[config.mk]
export PLATFORM = sky130hd
export DESIGN_NAME = state_stream_tx_flat
export DESIGN_NICKNAME = d
export VERILOG_FILES = /design/src/rtl/state_stream_tx_if.sv /design/src/rtl/state_stream_tx.sv /design/src/flat_wrapper.sv
export SDC_FILE = /design/constraint.sdc
export NUM_CORES = 2
export LEC_CHECK = 0
export CAP_MARGIN = 20
export CORE_MARGIN = 8
export CORE_UTILIZATION = 56
export CTS_BUF_LIST = sky130_fd_sc_hd__clkbuf_16
export CTS_CLUSTER_SIZE = 16
export DETAILED_ROUTE_END_ITERATION = 12
export PLACE_DENSITY = 0.8
export SYNTH_ARGS = -nofsm -noshare
export SYNTH_HDL_FRONTEND = slang
export SYNTH_SLANG_ARGS = --single-unit
[constraint.sdc]
create_clock -name clk -period 3.21 [get_ports clk]
set_clock_uncertainty 0.05 [all_clocks]
set_input_delay 0.963 -clock clk [delete_from_list [all_inputs] [get_ports clk]]
set_output_delay 0.963 -clock clk [all_outputs]
set_load 0.01 [all_outputs]
[src/rtl/state_stream_tx_if.sv]
// Element stream from state_stream_tx to its consumer.
// Handshake: an element transfers on a clock edge where out_valid & out_ready are both high; while out_valid is high and out_ready is low, every out_* field holds steady.
interface state_stream_tx_if #(
  parameter int DWIDTH = 64,
  parameter int IDXW   = 4,
  parameter int FRW    = 8
);
  logic [DWIDTH-1:0] out_data;
  logic [IDXW-1:0]   out_idx;
  logic [FRW-1:0]    out_frame;
  logic              out_last;
  logic              out_valid;
  logic              out_ready;

  modport master (
    output out_data, out_idx, out_frame, out_last, out_valid,
    input  out_ready
  );

  modport slave (
    input  out_data, out_idx, out_frame, out_last, out_valid,
    output out_ready
  );
endinterface

[src/rtl/state_stream_tx.sv]
// Captures the predicted state vector on each rising SCU_Done and streams it one element per transfer.
// Two slots are kept: ACTIVE, which is being streamed, and one PENDING vector waiting behind it.
module state_stream_tx #(
  parameter int DWIDTH = 64,
  parameter int N      = 12,
  parameter int IDXW   = 4,
  parameter int FRW    = 8
) (
  input  logic                       clk,
  input  logic                       rst_n,
  input  logic [N-1:0][DWIDTH-1:0]   X_k1k,
  input  logic                       SCU_Done,
  state_stream_tx_if.master          strm,
  output logic                       busy,
  output logic                       ovf_err,
  input  logic                       clr_err,
  output logic                       dbg_state_o
);

  typedef enum logic {IDLE = 1'b0, SEND = 1'b1} state_t;

  state_t                     state_q, state_d;
  logic [N-1:0][DWIDTH-1:0]   act_q, act_d;
  logic [N-1:0][DWIDTH-1:0]   pend_q, pend_d;
  logic                       pend_vld_q, pend_vld_d;
  logic [IDXW-1:0]            idx_q, idx_d;
  logic [FRW-1:0]             frame_q, frame_d;
  logic                       scu_q;
  logic                       ovf_q, ovf_d;

  logic cap, xfer, last_el, drop;

  assign cap     = SCU_Done & ~scu_q;
  assign xfer    = (state_q == SEND) & strm.out_ready;
  assign last_el = (idx_q == IDXW'(N - 1));

  always_ff @(posedge clk or negedge rst_n) begin
    if (!rst_n) begin
      state_q    <= IDLE;
      act_q      <= '0;
      pend_q     <= '0;
      pend_vld_q <= 1'b0;
      idx_q      <= '0;
      frame_q    <= '0;
      scu_q      <= 1'b0;
      ovf_q      <= 1'b0;
    end else begin
      state_q    <= state_d;
      act_q      <= act_d;
      pend_q     <= pend_d;
      pend_vld_q <= pend_vld_d;
      idx_q      <= idx_d;
      frame_q    <= frame_d;
      scu_q      <= SCU_Done;
      ovf_q      <= ovf_d;
    end
  end

  always_comb begin
    state_d    = state_q;
    act_d      = act_q;
    pend_d     = pend_q;
    pend_vld_d = pend_vld_q;
    idx_d      = idx_q;
    frame_d    = frame_q;
    drop       = 1'b0;
    case (state_q)
      IDLE: begin
        if (cap) begin
          act_d   = X_k1k;
          idx_d   = '0;
          state_d = SEND;
        end
      end
      SEND: begin
        if (xfer) idx_d = idx_q + IDXW'(1);
        if (xfer && last_el) begin
          frame_d = frame_q + FRW'(1);
          idx_d   = '0;
          // End of vector frees ACTIVE, so a coincident capture never drops.
          if (pend_vld_q) begin
            act_d = pend_q;
            if (cap) pend_d = X_k1k;
            else     pend_vld_d = 1'b0;
          end else if (cap) begin
            act_d = X_k1k;
          end else begin
            state_d = IDLE;
          end
        end else if (cap) begin
          if (!pend_vld_q) begin
            pend_d     = X_k1k;
            pend_vld_d = 1'b1;
          end else begin
            drop = 1'b1;
          end
        end
      end
      default: state_d = IDLE;
    endcase
    ovf_d = drop ? 1'b1 : (clr_err ? 1'b0 : ovf_q);
  end

  assign strm.out_valid = (state_q == SEND);
  assign strm.out_data  = act_q[idx_q];
  assign strm.out_idx   = idx_q;
  assign strm.out_frame = frame_q;
  assign strm.out_last  = (state_q == SEND) & last_el;
  assign busy           = (state_q == SEND) | pend_vld_q;
  assign ovf_err        = ovf_q;
  assign dbg_state_o    = (state_q == SEND);

endmodule

[src/flat_wrapper.sv]
// flat-port wrapper written by rule: the top's interface ports become plain ports
module state_stream_tx_flat 
#(
  parameter int DWIDTH = 64,
  parameter int N      = 12,
  parameter int IDXW   = 4,
  parameter int FRW    = 8
)
  (clk, rst_n, X_k1k, SCU_Done, busy, ovf_err, clr_err, dbg_state_o, strm_out_data, strm_out_idx, strm_out_frame, strm_out_last, strm_out_valid, strm_out_ready);
  state_stream_tx_if #(.DWIDTH(DWIDTH), .IDXW(IDXW), .FRW(FRW)) strm_i ();
  input  logic clk;
  input  logic rst_n;
  input  logic [N-1:0][DWIDTH-1:0] X_k1k;
  input  logic SCU_Done;
  output logic busy;
  output logic ovf_err;
  input  logic clr_err;
  output logic dbg_state_o;
  output wire logic [$bits(strm_i.out_data)-1:0] strm_out_data;
  output wire logic [$bits(strm_i.out_idx)-1:0] strm_out_idx;
  output wire logic [$bits(strm_i.out_frame)-1:0] strm_out_frame;
  output wire logic [$bits(strm_i.out_last)-1:0] strm_out_last;
  output wire logic [$bits(strm_i.out_valid)-1:0] strm_out_valid;
  input wire logic [$bits(strm_i.out_ready)-1:0] strm_out_ready;
  assign strm_out_data = strm_i.out_data;
  assign strm_out_idx = strm_i.out_idx;
  assign strm_out_frame = strm_i.out_frame;
  assign strm_out_last = strm_i.out_last;
  assign strm_out_valid = strm_i.out_valid;
  assign strm_i.out_ready = strm_out_ready;
  state_stream_tx #(.DWIDTH(DWIDTH), .N(N), .IDXW(IDXW), .FRW(FRW)) u_core (.clk(clk), .rst_n(rst_n), .X_k1k(X_k1k), .SCU_Done(SCU_Done), .strm(strm_i), .busy(busy), .ovf_err(ovf_err), .clr_err(clr_err), .dbg_state_o(dbg_state_o));
endmodule
==> metrics.md <==
| Metric | Value |
|---|---|
| Total GRT Usage | 38.4% |
| Hold buffers post-CTS | 0 |
| Post-synthesis sequential area ratio | 55.7% |
| Share of cells above drive strength 1 | 29.6% |
| Nets | 7461 |
| Die footprint | 0.136 mm^2 |
| Vias/cell | 6.60 |
| Commonest non-fill, non-tap cell in the layout | dfrtp_1 |
| Post-synth EDFFs | 0 |
| HP Class | in -> async |
| Failing checks | negative setup slack |
| Worst setup EP type | primary output |
| CORE AREA | 0.124 mm^2 |
| Main flop type after synthesis | dfrtp_1 |
| Final setup fails | 565 |
| Power Total | 96.8 mW |
| Crit path launch | u_core.strm.out_idx[0] |
| Wire length per cell | 32.0 um |
| Rel. slew slack | 42.0% |
| DR iter-0 viols | 6895 |
| TritonCTS clock tree | yes |
| Largest net degree at the start of global routing | 149 |
| Critical path arrival | 3.02 ns |
| Syn-to-layout area delta | 30.8% |
| Via count of the first global-routing pass | 58100 |
| Most frequent cells in the layout | dfrtp_1, o22ai_1, clkdlybuf4s50_1, nor2_1, a21oi_1 |
| Slew @ Worst Pin | 0.870 ns |
| Clock-pin slew on the worst setup and hold paths | 0.06 ns |
| Sink Count | 1552 |
| IO Pins | 854 |
| FFs w/ async S/R, synth | 100% |
| Fmax | 248 MHz |
| Syn Area/Cell | 12.2 um^2 |
| Req. time, crit path | 2.20 ns |
| Pwr dens | 1060 mW/mm^2 |
| Worst Path Class, Setup | reg -> out |
| First-pass GRT wire length | 389000 um |
| Initial antenna violation count | 113 |
| Post-Route Setup TNS | -69.93 ns |
| Max-capacitance violation count | 0 |
| Starting Density | 56.4% |
| Count of state elements after synthesis | 1552 |
| Tcrit/Tclk final | 125% |
| Max clock buf depth | 3 |
| PnR worst setup slack | -0.818 ns |
| IO buf count | 853 |
| CP Launch Type | flop |
| Max VDD drop | 0.744 mV |
| Die width | 369 um |
| Final Hold Fails | 0 |
| Synthesis Warnings | 0 |
| Leakage power | 41.3 nW |
| RSZ-0062 raised after global routing | true |
| Gp weighted congestion | 0.955 |
| Netlist cell types | 37 |
| DRT Wirelength | 273000 um |
| Fillers | 7668 |
| DP Wirelength | 195000 um |
| Mapped Area | 0.0698 mm^2 |
| Critical Path Fanout Max | 6 |
| H-tree levels | 4 |
| Clock buffer count from CTS | 159 |
| Reg2Reg Launch Point | u_core.strm.out_idx[0] |
| DRT Pass-1 Iters | 6 |
| Syn Inst Count | 5702 |
| Total grt overflow | 0 |
| Minimum clock period | 4.03 ns |
| ANT nets after route | 0 |
| Status | complete, but fails checks |
| Die H | 369 um |
| Routed vias | 56300 |
| Worst-skew pair later-pin latency | 0.81 ns |
| Slew Limit Fails | 0 |
| Root Buffer | clkbuf_16 |
| Syn_nets | 6477 |
| DRC viols | 0 |
| Row cnt | 129 |
==> cell families (layout without fill, tap and decap cells) <==
group | after synthesis | after routing | share of synthesized area (%)
compound gates | 1674 | 1674 | 13.7
flops | 1552 | 1552 | 55.7
mux | 1027 | 1027 | 21.9
simple gates | 929 | 929 | 5.08
buf+inv | 511 | 1626 | 3.53
xor+xnor | 7 | 7 | 0.0879
fa+ha+maj | 2 | 2 | 0.0359
other cells | 0 | 85 | 0
==> cell usage after synthesis (3+ instances only) <==
cell	number	area share, %
a21oi_1	770	5.5
buf_1	55	0.30
buf_2	35	0.25
buf_6	66	1.1
clkbuf_1	350	1.9
dfrtp_1	1552	56
mux2_2	298	4.8
mux2_4	600	13
mux4_2	128	4.1
nand2_1	76	0.41
nand3_1	5	0.036
nand4_1	3	0.027
nor2_1	834	4.5
o22ai_1	832	7.5
o31ai_1	64	0.69
xnor2_1	5	0.063
==> power by group <==
| group | switching, mW | internal (mW) | leakage (nW) |
|---|---|---|---|
| Clock | 8.31 | 10.0 | 2.63 |
| Sequential | 6.69 | 29.0 | 19.1 |
| Combinational | 21.6 | 21.1 | 19.6 |
| Total | 36.6 | 60.2 | 41.3 |
==> registers in the layout, indices dropped and copies added (netlist names) <==
name                   cells
u_core.pend_q            768
u_core.pend_vld_q          1
u_core.act_q             768
u_core.scu_q               1
u_core.strm.out_frame      8
u_core.ovf_err             1
u_core.dbg_state_o         1
u_core.strm.out_idx        4
==> area by class of cell <==
class                      instances  area [um^2]  share of cell area, %
timing repair buffer            1331        14500                   15.9
inverter                           3         11.3                 0.0123
clock inverter                   132         1070                   1.17
tap                             1637         2050                   2.24
multi-input combinational       3639        30600                   33.5
antenna                           85          213                  0.233
sequential                      1552        38900                   42.6
clock buffer                     160         4000                   4.39
==> worst max-delay path: stages (launching register included) <==
cell and delay, ns:
dfrtp_4 0.50, buf_12 0.16, buf_12 0.15, buf_12 0.14, buf_16 0.13, buf_6 0.12, mux4_2 0.47, nand2_4 0.12
o31ai_1 0.10, buf_4 0.17, clkbuf_2 0.13
==> worst paths after layout <==
| check | end | slack (ns) | cells after the start |
|---|---|---|---|
| worst max-delay path | strm_out_data[16] | -0.82 | 10 |
| worst min-delay path | u_core.pend_q[598] | 0.06 | 1 |
| worst max register to register | u_core.pend_q[350] | -0.13 | 16 |
| worst min register to register | u_core.strm.out_frame[7] | 0.45 | 1 |
| max in group asynchronous | u_core.act_q[354] | 1.95 | 3 |
| min in group clk | u_core.strm.out_frame[7] | 0.45 | 1 |
==> metrics by stage <==
step	cell area [um^2]	hold slack (ns)	cells	utilization, %	setup WS [ns]
final	91300	0.0598	8539	73.8	-0.818
after global routing	91200	0.113	8511	73.8	-0.871
after CTS	89900	0.0990	8434	72.7	-0.948
after detailed placement	82800	0.428	8109	67.0	-1.06
after global placement	82800	0.426	8109	67.0	-1.08
after floorplan	69800	0.430	5702	-	0.321
==> routing by layer <==
metal	up-vias	wire, um	track usage (%)
met2	3539	123000	57.5
li1	23000	-	-
met1	28800	97600	46.1
met5	-	185	0
met3	943	30100	14.1
met4	28	22000	26.6
==> timing repair <==
item                                    CTS  global route
gates cloned                              8             5
endpoints found under the hold margin     0             0
pin swaps                                51            79
gates resized for setup                 482           280
endpoints found under the setup margin  103            65
buffers inserted                         35            36
Power figures use the tool's default switching activity.
